<file path="src/rtl/seg7_scan.sv">
// Multiplexed 7-segment display scanner with anti-ghosting blank, PWM brightness and leading-zero blanking.
// Optional hex decode of nibbles 10-15 when SEG7_HEX_EN is defined.
module seg7_scan #(
    parameter int NUM_DIGITS     = 4,
    parameter int DIV            = 6750,
    parameter int BLANK_CYCLES   = 64,
    parameter int SEG_ACTIVE_LOW = 1,
    parameter int DIG_ACTIVE_LOW = 1
) (
    input  logic                      clk,
    input  logic                      rst_n,
    input  logic [4*NUM_DIGITS-1:0]   digits_i,
    input  logic [NUM_DIGITS-1:0]     dp_i,
    input  logic                      lzb_en,
    input  logic [3:0]                brightness,
    output logic [6:0]                seg,
    output logic                      dp,
    output logic [NUM_DIGITS-1:0]     dig,
    output logic                      frame_tick
);

    localparam int CNT_W = (DIV > 1) ? $clog2(DIV) : 1;
    localparam int SEL_W = (NUM_DIGITS > 1) ? $clog2(NUM_DIGITS) : 1;
    localparam logic [31:0] SPAN  = 32'(DIV - BLANK_CYCLES);
    localparam logic [31:0] BLANK = 32'(BLANK_CYCLES);
    localparam logic SEG_INV = (SEG_ACTIVE_LOW != 0);
    localparam logic DIG_INV = (DIG_ACTIVE_LOW != 0);
    localparam logic [6:0] SEG_OFF = {7{SEG_INV}};
    localparam logic [NUM_DIGITS-1:0] DIG_OFF = {NUM_DIGITS{DIG_INV}};

    function automatic logic [6:0] decode(input logic [3:0] n);
        logic [6:0] p;
        case (n)
            4'd0: p = 7'b0111111;
            4'd1: p = 7'b0000110;
            4'd2: p = 7'b1011011;
            4'd3: p = 7'b1001111;
            4'd4: p = 7'b1100110;
            4'd5: p = 7'b1101101;
            4'd6: p = 7'b1111101;
            4'd7: p = 7'b0000111;
            4'd8: p = 7'b1111111;
            4'd9: p = 7'b1101111;
`ifdef SEG7_HEX_EN
            4'd10: p = 7'b1110111;
            4'd11: p = 7'b1111100;
            4'd12: p = 7'b0111001;
            4'd13: p = 7'b1011110;
            4'd14: p = 7'b1111001;
            4'd15: p = 7'b1110001;
`endif
            default: p = 7'b0000000;
        endcase
        return p;
    endfunction

    logic [CNT_W-1:0]        cnt;
    logic [SEL_W-1:0]        sel;
    logic                    first;
    logic [4*NUM_DIGITS-1:0] sh_digits;
    logic [NUM_DIGITS-1:0]   sh_dp;
    logic                    sh_lzb;
    logic [3:0]              sh_bright;

    logic                    slot_end;
    logic                    frame_end;
    logic [31:0]             on_len;
    logic                    lit;
    logic [3:0]              nib;
    logic                    cur_dp;
    logic                    zeros_above;
    logic                    blank_lz;
    logic [6:0]              seg_on;
    logic [NUM_DIGITS-1:0]   dig_on;

    assign slot_end  = (cnt == CNT_W'(DIV - 1));
    assign frame_end = slot_end && (sel == '0);
    // Full 32-bit product so brightness 15 reaches exactly the end of the slot.
    assign on_len    = (SPAN * (32'(sh_bright) + 32'd1)) >> 4;
    assign lit       = (32'(cnt) >= BLANK) && (32'(cnt) < BLANK + on_len);

    always_comb begin
        nib         = 4'd0;
        cur_dp      = 1'b0;
        zeros_above = 1'b1;
        blank_lz    = 1'b0;
        dig_on      = '0;
        // Walk from the most significant digit so zeros_above covers digit k and all above it.
        for (int k = NUM_DIGITS - 1; k >= 0; k--) begin
            zeros_above = zeros_above && (sh_digits[4*k +: 4] == 4'd0);
            if (sel == SEL_W'(k)) begin
                nib       = sh_digits[4*k +: 4];
                cur_dp    = sh_dp[k];
                blank_lz  = sh_lzb && zeros_above && (k != 0);
                dig_on[k] = 1'b1;
            end
        end
        seg_on = blank_lz ? 7'b0000000 : decode(nib);
    end

    always_ff @(posedge clk or negedge rst_n) begin
        if (!rst_n) begin
            cnt        <= '0;
            sel        <= SEL_W'(NUM_DIGITS - 1);
            first      <= 1'b1;
            sh_digits  <= '0;
            sh_dp      <= '0;
            sh_lzb     <= 1'b0;
            sh_bright  <= 4'd0;
            frame_tick <= 1'b0;
            seg        <= SEG_OFF;
            dp         <= SEG_INV;
            dig        <= DIG_OFF;
        end else begin
            first <= 1'b0;
            if (slot_end) begin
                cnt <= '0;
                sel <= (sel == '0) ? SEL_W'(NUM_DIGITS - 1) : sel - SEL_W'(1);
            end else begin
                cnt <= cnt + CNT_W'(1);
            end
            // Shadows only move at a frame boundary, so a frame never shows mixed inputs.
            if (first || frame_end) begin
                sh_digits <= digits_i;
                sh_dp     <= dp_i;
                sh_lzb    <= lzb_en;
                sh_bright <= brightness;
            end
            frame_tick <= frame_end;
            seg        <= lit ? (seg_on ^ SEG_OFF) : SEG_OFF;
            dp         <= lit ? (cur_dp ^ SEG_INV) : SEG_INV;
            dig        <= lit ? (dig_on ^ DIG_OFF) : DIG_OFF;
        end
    end

endmodule

</file>
<file path="config.mk">
export PLATFORM = sky130hd
export DESIGN_NAME = seg7_scan
export DESIGN_NICKNAME = d
export VERILOG_FILES = /design/src/rtl/seg7_scan.sv
export SDC_FILE = /design/constraint.sdc
export NUM_CORES = 1
export LEC_CHECK = 0
export CAP_MARGIN = 30
export CORE_MARGIN = 2
export CORE_UTILIZATION = 35
export DETAILED_ROUTE_END_ITERATION = 7
export SETUP_SLACK_MARGIN = 0.05
export SLEW_MARGIN = 20
export SYNTH_ARGS = -nofsm -noshare
export SYNTH_HDL_FRONTEND = slang
export SYNTH_SLANG_ARGS = --single-unit
</file>
<file path="constraint.sdc">
create_clock -name clk -period 8 [get_ports clk]
set_clock_uncertainty 0.1 [all_clocks]
set_input_delay 1.6 -clock clk [delete_from_list [all_inputs] [get_ports clk]]
set_output_delay 1.6 -clock clk [all_outputs]
set_load 0.05 [all_outputs]
</file>
# After elaboration in Yosys (flattened, before gate mapping)
# Memory sizes are Yosys's and may differ from the RTL's.
# Index checks and enable logic that the tools add are counted.
[classes]
n_reduce_logical = 12
multipliers = 1
n_mux = 22
n_eq_ne = 4
addsub = 4
order_cmp = 2
n_bitwise = 3
[ops]
columns = ["cell", "n"]
rows = [
  ["4-bit 2-to-1 mux", 5],
  ["12-bit by 5-bit multiplier with 17-bit output, first input constant", 1],
  ["7-bit by 14-bit adder with 15-bit output, first input constant", 1],
  ["13-bit by 15-bit less-than comparator with 1-bit output", 1],
  ["7-bit 2-to-1 mux", 2],
  ["13-bit by 1-bit adder with 13-bit output, second input constant", 1],
  ["13-bit == test, second input constant", 1],
  ["13-bit by 7-bit greater-or-equal comparator with 1-bit output, second input constant", 1],
  ["1-bit 2-to-1 mux", 13],
  ["13-bit 2-to-1 mux", 1],
  ["4-bit logical NOT", 3],
  ["1-bit logical AND", 7],
  ["7-bit inverter", 1],
  ["4-bit by 1-bit adder with 5-bit output, second input constant", 1],
  ["2-bit == test, second input constant", 2],
  ["4-bit inverter", 1],
  ["2-bit by 1-bit == test with 1-bit output, second input constant", 1],
  ["2-bit logical NOT", 1],
  ["2-bit 2-to-1 mux", 1],
  ["2-bit by 1-bit subtractor with 2-bit output, second input constant", 1],
  ["1-bit logical OR", 1],
  ["1-bit inverter", 1],
]
[word_totals]
register_bits = 54
input_bits = 27
n_memories = 1
romBits = 112
out_inout_bits = 13
[memory_table]
columns = ["name", "depth", "word_bits", "rd", "rd_ports_with_merged_regs", "write_ports", "line_no", "source"]
rows = [
  ["(name not given)", 16, 7, 1, 0, 0, "33", "case (n)"],
]

# Depth between registers and ports, before layout
# Gate-level depths: netlist (run 1).
[depth]
ltp_word = 9
depth_mapped = 28
depth_no_buf = 26

# Worst setup path after synthesis (run 1)
# No wires, ideal clock.
[synth_timing]
path_type = "register to register"
start = "register sh_bright[0]"
end = "register dig[1]"
stages_incl_launch_ff = 27
arrival_ns = 5.543
required_ns = 7.803
setup_slack_ns = 2.261
synth_period_minus_slack_ns = 5.739
path_buffers = 1
cell_sequence = "dfrtp_1 -> ha_1 -> xnor2_1 -> inv_1 -> fa_1 -> inv_1 -> fa_1 -> inv_1 -> ha_1 -> ha_1 -> nand4_1 -> a21boi_2 -> a41oi_4 -> o31a_1 -> o21ai_0 -> nor2_1 -> xor2_1 -> ha_1 -> a21oi_1 -> o21ai_0 -> a21oi_1 -> o21ai_0 -> a31o_2 -> and3_1 -> mux2i_1 -> buf_6 -> nand3_1"
[synth_via]
elab_chain_cells = 6
[synth_rtl]
columns = ["element", "line_no", "source"]
rows = [
  ["from (decl)", "63", "logic [3:0] sh_bright;"],
  ["from (signal assigned)", "127", "sh_bright <= brightness;"],
  ["4-bit by 1-bit adder with 5-bit output", "79", "assign on_len = (SPAN * (32'(sh_bright) + 32'd1)) >> 4;"],
  ["12-bit by 5-bit multiplier with 17-bit output", "79", ""],
  ["7-bit by 14-bit adder with 15-bit output", "80", "assign lit = (32'(cnt) >= BLANK) && (32'(cnt) < BLANK + on_len);"],
  ["13-bit by 15-bit less-than comparator with 1-bit output", "80", ""],
  ["1-bit logical AND", "80", ""],
  ["4-bit 2-to-1 mux", "132", "dig <= lit ? (dig_on ^ DIG_OFF) : DIG_OFF;"],
  ["to (signal assigned)", "132", ""],
  ["to (decl)", "18", "output logic [NUM_DIGITS-1:0] dig,"],
]
# No other way between the ends.
# A chain may end at the register's enable or synchronous reset.

# Final worst setup path (run 1)
[layout_timing]
start = "register sh_bright[0]"
end = "register dig[2]"
# Same word-level chain as after synthesis.

==> impl_metrics.py, run 1 <==
metrics = {
    "layout": {
        "fin_util_pct": 41.80,
        "final_net_count": 535,
        "antenna_cells": 0,
        "syn2layout_area_growth_pct": 17.29,
        "drive_gt1_share_pct": 14.22,
        "fill_cells": 1128,
        "fin_cells": 586,
    },
    "route": {
        "first_iter_violations": 127,
        "wl_per_cell_um": 14.11,
        "vias_per_cell": 5.140,
        "drt_wl_total_mm": 8.267,
        "first_pass_iters": 7,
        "drc_errors": 0,
        "num_vias": 3012,
        "ant_nets": 0,
    },
    "sta": {
        "setup_tns_ns": 0,
        "maxSlewHeadroom_pct": 53.32,
        "rsz0062_at_grt": "false",
        "hold_violations": 0,
        "post-route-min-period_ns": 6.416,
        "setup_viol": 0,
        "max_freq_mhz": 155.8,
        "fin_ws_ns": 1.584,
        "finalHoldWorstSlack_ns": 0.4091,
        "worst_pin_slew_ns": 0.7002,
        "period_share_pct": 80.21,
        "slew_violations": 0,
    },
    "die": {
        "chipWidth_um": 111.6,
        "dieArea_sq_mm": 0.01245,
        "die_h_um": 111.6,
        "ios": 40,
        "core_area_sq_mm": 0.01137,
        "core.rowCount": 39,
        "initial_utilization_pct": 35.63,
    },
    "worst_setup_path": {
        "arrival_ns": 6.50,
        "cp_top_family": "adder cells",
        "cp_max_fo": 11,
        "startpoint_type": "register",
        "crit_buf_inv": 4,
        "startpoint": "sh_bright[0]",
        "cpMaxStageDelayCell": "fa_1",
        "critical_path.most_common_cell": "ha_1",
        "required_ns": 8.08,
        "endpoint_kind": "register",
        "reg2reg_from": "sh_bright[0]",
        "path_class": "register to register",
        "max_stage_delay_ns": 0.54,
    },
    "clocking": {
        "clkTransAtPathRegs_ns": 0.06,
        "cts_resized": 0,
        "postCtsSetupBuffers": 0,
        "cts_made_buffers": 5,
        "postCtsHoldBufs": 0,
        "cts_buffer_depth": 2,
        "clk_latency_ns": 0.29,
        "h-tree-depth": 2,
        "clkSinkCount": 54,
        "cts_tree": "done",
        "clockRootBuffer": "clkbuf_16",
    },
    "power_and_ir_drop": {
        "p_sw_uw": 417.6,
        "p_per_area_mw_per_mm2": 226.0,
        "p_clk_share_pct": 20.0,
        "power.internal_uw": 656.5,
        "pwr-share-seq_pct": 27.7,
        "swShare_pct": 38.88,
        "combPwrFrac_pct": 52.3,
        "irDropWorstVdd_uv": 94.19,
        "cellLeakagePower_uw": 0.002100,
    },
    "run_status": {
        "outcome": "completed",
    },
    "synthesis": {
        "synth-seq-area-share_pct": 33.82,
        "ys_warn_count": 0,
        "synth.distinct_cells": 55,
        "ys.flop_type": "dfrtp_1",
        "synth_compound_area_share_pct": 10.99,
        "synth_edf_count": 0,
        "ys_top_cells_by_count": "ha_1 (61), dfrtp_1 (39), a21oi_1 (28)",
        "yosysMostFrequentCell": "ha_1",
        "synth_fa_ha_area_share_pct": 21.31,
        "synth.area.top_cells": "dfrtp_1 (24%), ha_1 (19%), dfstp_2 (9.7%)",
        "yosys.area.top_type_share_pct": 24.09,
        "syn_area_sq_mm": 0.004051,
        "synthCells": 401,
        "synth-xor-area-share_pct": 6.640,
        "synth_top_family_by_area": "adder cells",
        "async_reset_ff_share_pct": 100.0,
        "syn_nets": 494,
        "synthSimpleGateAreaFrac_pct": 16.12,
        "avgSynthCellArea_sq_um": 10.10,
        "synth.ff_latch_count": 54,
        "synth_mux_area_share_pct": 7.721,
        "yosysTopAreaCell": "dfrtp_1",
    },
    "global_routing": {
        "grt_pass1_vias": 3026,
        "grt-ovfl-total": 0,
        "grt_pass1_wl_mm": 14.45,
        "grt_antenna_before_repair": 0,
        "grtUsageTotal_pct": 13.76,
        "grt_max_degree": 55,
    },
    "placed_design": {
        "place.detailed.hpwl_mm": 6.515,
        "gp_congestion": 0.8983,
        "dp_slack_ns": 1.280,
        "port_buffers": 39,
        "dp_cells": 577,
    },
    "min_path": {
        "hold_path_class": "register to register",
        "hp-start": "sh_lzb",
    },
    "run": {
        "cap_violations": 0,
    },
}
[worst paths after layout]
path,to,slack [ns],cells past startpoint
max,dig[2],1.58,26
min,sh_lzb,0.41,1
max reg2reg,dig[2],1.58,26
min reg2reg,sh_lzb,0.41,1
max in group asynchronous,sh_digits[13],6.03,2
min in group asynchronous,sh_dp[0],1.32,2
[logic make-up (layout without fill, tap and decap cells)]
group / after synthesis / in the layout
AND/OR/NAND/NOR: 123 / 123
AO/OA/AOI/OAI: 67 / 67
adder cells (fa/ha/maj): 66 / 66
flip-flops: 54 / 54
buffers and inverters: 33 / 75
XOR/XNOR: 29 / 29
multiplexers: 28 / 28
other: 1 / 1
[stage by stage]
| step | power, uW | cell area, sq um |
|---|---|---|
| after global placement | 850.0 | 4597 |
| after floorplan | 734.2 | 4051 |
| final | 1074 | 4752 |
| after detailed placement | 853.8 | 4597 |
| after CTS | 1079 | 4745 |
| after global routing | 1172 | 4752 |
[registers in the layout, summed over array words and instances, names as in the netlist]
signal and count:
cnt 13, dig 4, dp 1, first 1
frame_tick 1, seg 7, sel 2, sh_bright 4
sh_digits 16, sh_dp 4, sh_lzb 1
[placed cells by master, fill, tap and decap left out, drive strengths merged, types with 17 or more instances in the layout]
cell type,count
dfrtp,39
ha,61
mux2,26
a21oi,28
inv,24
xnor2,17
nand2,27
nor2,23
nand3,25
clkdlybuf4s50,38
[routing by layer]
metal	routed length, um	vias to the layer above	track usage, %
met2	3689	51	22.11
met5	0	-	0
li1	-	1499	-
met1	4237	1458	19.89
met4	45	0	2.140
met3	295	4	2.450
[cell type report]
type	count	area, sq um	area share (%)
multi-input cells	314	2550	53.66
flip-flops and latches	54	1370	28.83
repair buffers	43	415.4	8.741
well taps	143	178.9	3.765
clock buffers	7	142.6	3.002
inverters	24	90.09	1.896
clock inverters	1	5.005	0.1053
[power by group through the flow]
stage	Clock, uW	Combinational, uW	Sequential (uW)
2_1_floorplan	0	435	299
3_3_place_gp	0	548	302
3_5_place_dp	0	552	302
4_1_cts	222	559	297
5_1_grt	234	639	299
6_report	215	562	297
Note: power is estimated with default switching activity, not from simulation.
==> run 2, diff against run 1 <==
- clock period: 8 -> 6.12 ns (I/O delays scaled with it)
==> impl_metrics.py, run 2 (synthesis gave the netlist of run 1 again) <==
metrics = {
    "layout": {
        "top_regs": "sh_digits (16), cnt (13), seg (7)",
        "layout_common_cells": "ha_1 (57), dfrtp_1 (38), clkdlybuf4s50_1 (38)",
        "antenna_cells": 0,
        "syn2layout_area_growth_pct": 24.68,
        "largest_reg_flops": 16,
        "final_common_cell": "ha_1",
        "fill_cells": 1127,
        "final_net_count": 554,
        "top_register": "sh_digits",
        "drive_gt1_share_pct": 21.86,
    },
    "clocking": {
        "clkSinkCount": 54,
        "clkTransAtPathRegs_ns": 0.07,
        "cts_tree": "done",
        "h-tree-depth": 2,
        "clk_latency_ns": 0.29,
        "cts_buffer_depth": 2,
        "postCtsHoldBufs": 0,
        "clockRootBuffer": "clkbuf_16",
        "cts_made_buffers": 5,
    },
    "worst_setup_path": {
        "arrival_ns": 5.90,
        "startpoint_type": "register",
        "path_class": "register to register",
        "endpoint_kind": "register",
        "required_ns": 6.22,
        "cp_max_fo": 6,
    },
    "power_and_ir_drop": {
        "p_sw_uw": 595.6,
        "p_per_area_mw_per_mm2": 309.2,
        "irDropWorstVdd_uv": 125.5,
        "pwr-share-seq_pct": 24.9,
        "swShare_pct": 38.14,
        "combPwrFrac_pct": 54.6,
        "power_uw": 1562,
        "cellLeakagePower_uw": 0.002237,
        "p_clk_share_pct": 20.5,
        "power.internal_uw": 966.0,
    },
    "run_status": {
        "outcome": "completed",
    },
    "global_routing": {
        "gr-usage-met1_pct": 19.43,
        "grt_pass1_wl_mm": 14.08,
        "grt_antenna_before_repair": 0,
        "grt_pass1_vias": 3004,
        "grt_util_met3_pct": 2.069,
        "met2_usage_pct": 21.38,
        "grt-ovfl-total": 0,
        "top_usage_layer": "met2",
        "grt_max_degree": 55,
        "grtUsageTotal_pct": 13.47,
    },
    "sta": {
        "period_share_pct": 94.75,
        "rsz0062_at_grt": "true",
        "maxSlewHeadroom_pct": 53.88,
        "worst_pin_slew_ns": 0.6917,
        "post-route-min-period_ns": 5.799,
        "finalHoldWorstSlack_ns": 0.4026,
        "setup_viol": 0,
        "max_freq_mhz": 172.5,
        "setup_tns_ns": 0,
        "hold_violations": 0,
        "slew_violations": 0,
    },
    "route": {
        "ant_nets": 0,
        "drc_errors": 0,
        "first_iter_violations": 128,
        "first_pass_iters": 4,
        "vias_per_cell": 5.107,
        "wl_per_cell_um": 14.19,
        "drt_wl_total_mm": 8.587,
        "num_vias": 3090,
    },
    "min_path": {
        "hold_path_class": "register to register",
    },
    "die": {
        "core_area_sq_mm": 0.01137,
        "ios": 40,
        "core.rowCount": 39,
        "initial_utilization_pct": 35.63,
        "dieArea_sq_mm": 0.01245,
        "chipWidth_um": 111.6,
        "die_h_um": 111.6,
    },
    "run": {
        "cap_violations": 0,
    },
    "placed_design": {
        "place.detailed.hpwl_mm": 6.440,
        "gp_congestion": 0.8425,
        "port_buffers": 39,
    },
}
-- run 2: worst paths after layout --
kind | slack [ns] | start | end | cells after the start
max in group asynchronous | 4.50 | rst_n | sh_bright[2] | 2
hold / removal | 0.40 | sh_lzb | sh_lzb | 1
setup / recovery | 0.32 | sh_bright[0] | seg[1] | 26
min in group asynchronous | 0.95 | rst_n | sh_dp[0] | 2
hold reg to reg | 0.40 | sh_lzb | sh_lzb | 1
setup reg to reg | 0.32 | sh_bright[0] | seg[1] | 26
-- run 2: stage by stage --
step	std cells	worst slack [ns]	utilization, %	instance area (sq um)
3_3_place_gp	583	0.2286	40.83	4642
3_5_place_dp	583	0.01483	40.83	4642
6_report	605	0.3214	44.43	5051
2_1_floorplan	401	0.3807	-	4051
5_1_grt	605	0.0004752	44.43	5051
4_1_cts	591	0.1186	42.60	4843
-- run 2: critical path, stage by stage, from the launching register on --
cell      delay, ns
dfrtp_1        0.42
ha_4           0.20
xnor2_4        0.18
inv_2          0.08
fa_1           0.57
inv_1          0.06
fa_1           0.48
inv_1          0.06
ha_4           0.25
ha_4           0.27
nand4_1        0.13
a21boi_2       0.25
a41oi_4        0.18
buf_4          0.18
o41ai_4        0.25
xnor2_2        0.19
xor2_1         0.20
ha_1           0.28
a21oi_2        0.14
o21ai_1        0.07
a21oi_1        0.12
o21ai_1        0.10
a31o_2         0.26
and3_1         0.17
mux2i_2        0.22
buf_2          0.21
nand3_1        0.08
-- run 2: power by group through the flow --
stage	clock, uW	combinational, uW	sequential, uW
after floorplan	0	569	391
after global placement	0	719	393
after detailed placement	0	744	394
after CTS	329	769	387
after global routing	343	953	391
final	320	853	389
-- run 2: what timing repair did --
item	in CTS	in global routing
hold endpoints to repair	0	0
setup endpoints to repair	12	12
pin swaps	1	13
gates cloned	0	1
setup buffers	0	13
resized for setup	5	23
-- run 2: per-layer routing --
metal / part of all wire [%] / vias up
li1: - / 1544
met4: 0.95 / 0
met3: 3.5 / 6
met2: 47 / 57
met5: 0 / -
met1: 49 / 1483
-- run 2: final cells by class --
type                       instances  area (sq um)  share of cell area (%)
tap                              143         178.9                   3.542
clock inverter                     3         43.79                  0.8670
sequential                        54          1371                   27.15
multi-input combinational        314          2683                   53.11
clock buffer                       5         125.1                   2.477
inverter                          24         90.09                   1.784
timing repair buffer              62         559.3                   11.07
==> run 3, diff against run 2 <==
- CORE_UTILIZATION: 35 -> 58
- PLACE_DENSITY: not set -> 0.81
==> impl_metrics.py, run 3 (synthesis gave the netlist of run 1 again) <==
metrics = {
    "run_status": {
        "outcome": "completed",
    },
    "route": {
        "vias_per_cell": 5.731,
        "wl_met1_mm": 3.805,
        "num_vias": 3158,
        "first_pass_iters": 4,
        "ant_nets": 0,
        "first_iter_violations": 188,
        "drc_errors": 0,
        "wl_per_cell_um": 15.39,
        "wl_met3_um": 507,
        "drt_wl_total_mm": 8.482,
        "route.met2.wl_mm": 4.062,
        "top_layer": "met4",
    },
    "placed_design": {
        "dp_slack_ns": 0.03089,
        "postPlaceCellArea_sq_mm": 0.004576,
        "place.detailed.hpwl_mm": 6.283,
        "port_buffers": 39,
        "gp_congestion": 0.9778,
    },
    "layout": {
        "fin_area_sq_mm": 0.004850,
        "final_net_count": 547,
        "multi_input_area_sq_mm": 0.002649,
        "top_register": "sh_digits",
        "antenna_cells": 0,
        "drive_gt1_share_pct": 20.00,
        "layout_common_cells": "ha_1 (58), dfrtp_1 (39), clkdlybuf4s50_1 (38)",
        "syn2layout_area_growth_pct": 19.70,
        "largest_reg_flops": 16,
        "fill_cells": 496,
        "regArea_sq_mm": 0.001370,
        "top_regs": "sh_digits (16), cnt (13), seg (7)",
        "fin_util_pct": 71.38,
        "final_common_cell": "ha_1",
    },
    "worst_setup_path": {
        "startpoint_type": "register",
        "required_ns": 6.23,
        "endpoint_kind": "register",
        "path_class": "register to register",
        "cp_max_fo": 8,
        "arrival_ns": 6.07,
    },
    "clocking": {
        "clk_latency_ns": 0.30,
        "cts_tree": "done",
        "cts_made_buffers": 5,
        "postCtsHoldBufs": 0,
        "clockRootBuffer": "clkbuf_8",
        "h-tree-depth": 2,
        "cts_buffer_depth": 2,
        "clkTransAtPathRegs_ns": 0.10,
        "clkSinkCount": 54,
    },
    "sta": {
        "period_share_pct": 97.39,
        "setup_viol": 0,
        "fin_ws_ns": 0.1598,
        "maxSlewHeadroom_pct": 51.93,
        "hold_violations": 0,
        "worst_pin_slew_ns": 0.7211,
        "setup_tns_ns": 0,
        "max_freq_mhz": 167.8,
        "post-route-min-period_ns": 5.960,
        "slew_violations": 0,
    },
    "power_and_ir_drop": {
        "p_per_area_mw_per_mm2": 301.5,
        "cellLeakagePower_uw": 0.002174,
        "irDropWorstVdd_uv": 196.1,
    },
    "global_routing": {
        "grt-ovfl-total": 0,
        "grt_pass1_vias": 3054,
        "grtUsageTotal_pct": 23.03,
        "grt_pass1_wl_mm": 14.19,
        "grt_max_degree": 55,
        "grt_antenna_before_repair": 0,
    },
    "min_path": {
        "hold_path_class": "register to register",
    },
    "die": {
        "die_h_um": 87.58,
        "core_area_sq_mm": 0.006794,
        "chipWidth_um": 87.58,
        "ios": 40,
        "dieArea_sq_mm": 0.007669,
        "core.rowCount": 30,
        "initial_utilization_pct": 59.63,
    },
    "run": {
        "cap_violations": 0,
    },
}
[run 3: cell types whose count changed in the layout (fill, tap and decap cells not counted), moves of 2 or more]
cell and change:
buf_4 -6, clkbuf_16 -5, clkbuf_8 +5, ha_4 -2
[run 3: worst paths after layout]
check                        startpoint           end  slack [ns]  cells after the start
setup / recovery           sh_bright[0]        dig[0]        0.16                     27
hold / removal             sh_digits[3]  sh_digits[3]        0.42                      1
setup reg to reg           sh_bright[0]        dig[0]        0.16                     27
hold reg to reg            sh_digits[3]  sh_digits[3]        0.42                      1
max in group asynchronous         rst_n        sh_lzb        4.55                      2
min in group asynchronous         rst_n      sh_dp[0]        0.91                      2
[run 3: metal layers]
layer	GRT usage, %	vias up
li1	-	1526
met1	32.97	1540
met2	37.05	81
met3	3.487	11
met4	5.455	0
met5	0	-
[run 3: final cells by class]
cell class	instances	area share, %
flip-flops and latches	54	28.25
clock buffers	5	1.419
multi-input cells	314	54.62
clock inverters	3	0.8772
inverters	24	1.858
repair buffers	55	10.50
well taps	96	2.477
[run 3: report_power, final]
group	internal (uW)	total, uW	switching, uW	leakage, uW
sequential	374	387	13.1	0.000630
clock	122	241	119	0.0000562
combinational	382	834	451	0.00149
[run 3: critical path: stages, from the launching register on]
cell and delay [ns]:
dfrtp_1 0.40, buf_6 0.17, nand3_1 0.13, xnor2_1 0.16
buf_4 0.16, fa_1 0.54, inv_1 0.06, fa_1 0.48
inv_1 0.05, ha_1 0.32, ha_4 0.29, nand4_1 0.13
a21boi_2 0.23, a41oi_4 0.17, o31a_1 0.35, o21ai_2 0.21
nor2_1 0.09, xor2_1 0.18, ha_1 0.31, a21oi_1 0.14
o21ai_0 0.10, a21oi_1 0.11, o21ai_1 0.11, a31o_2 0.27
and3_1 0.17, mux2i_2 0.19, buf_4 0.18, nand3_1 0.08
[run 3: per-stage QoR]
step           instances  power [uW]  hold slack, ns
2_1_floorplan        401       959.7          0.3718
3_3_place_gp         535        1090          0.3879
3_5_place_dp         535        1116          0.3934
4_1_cts              543        1374          0.4176
5_1_grt              551        1582          0.4308
6_report             551        1462          0.4183
[run 3: what timing repair did]
| action | CTS | global route |
|---|---|---|
| buffers inserted | 0 | 7 |
| pin swaps | 0 | 9 |
| gates resized for setup | 2 | 22 |
| endpoints found under the setup margin | 12 | 12 |
| gates cloned | 0 | 1 |
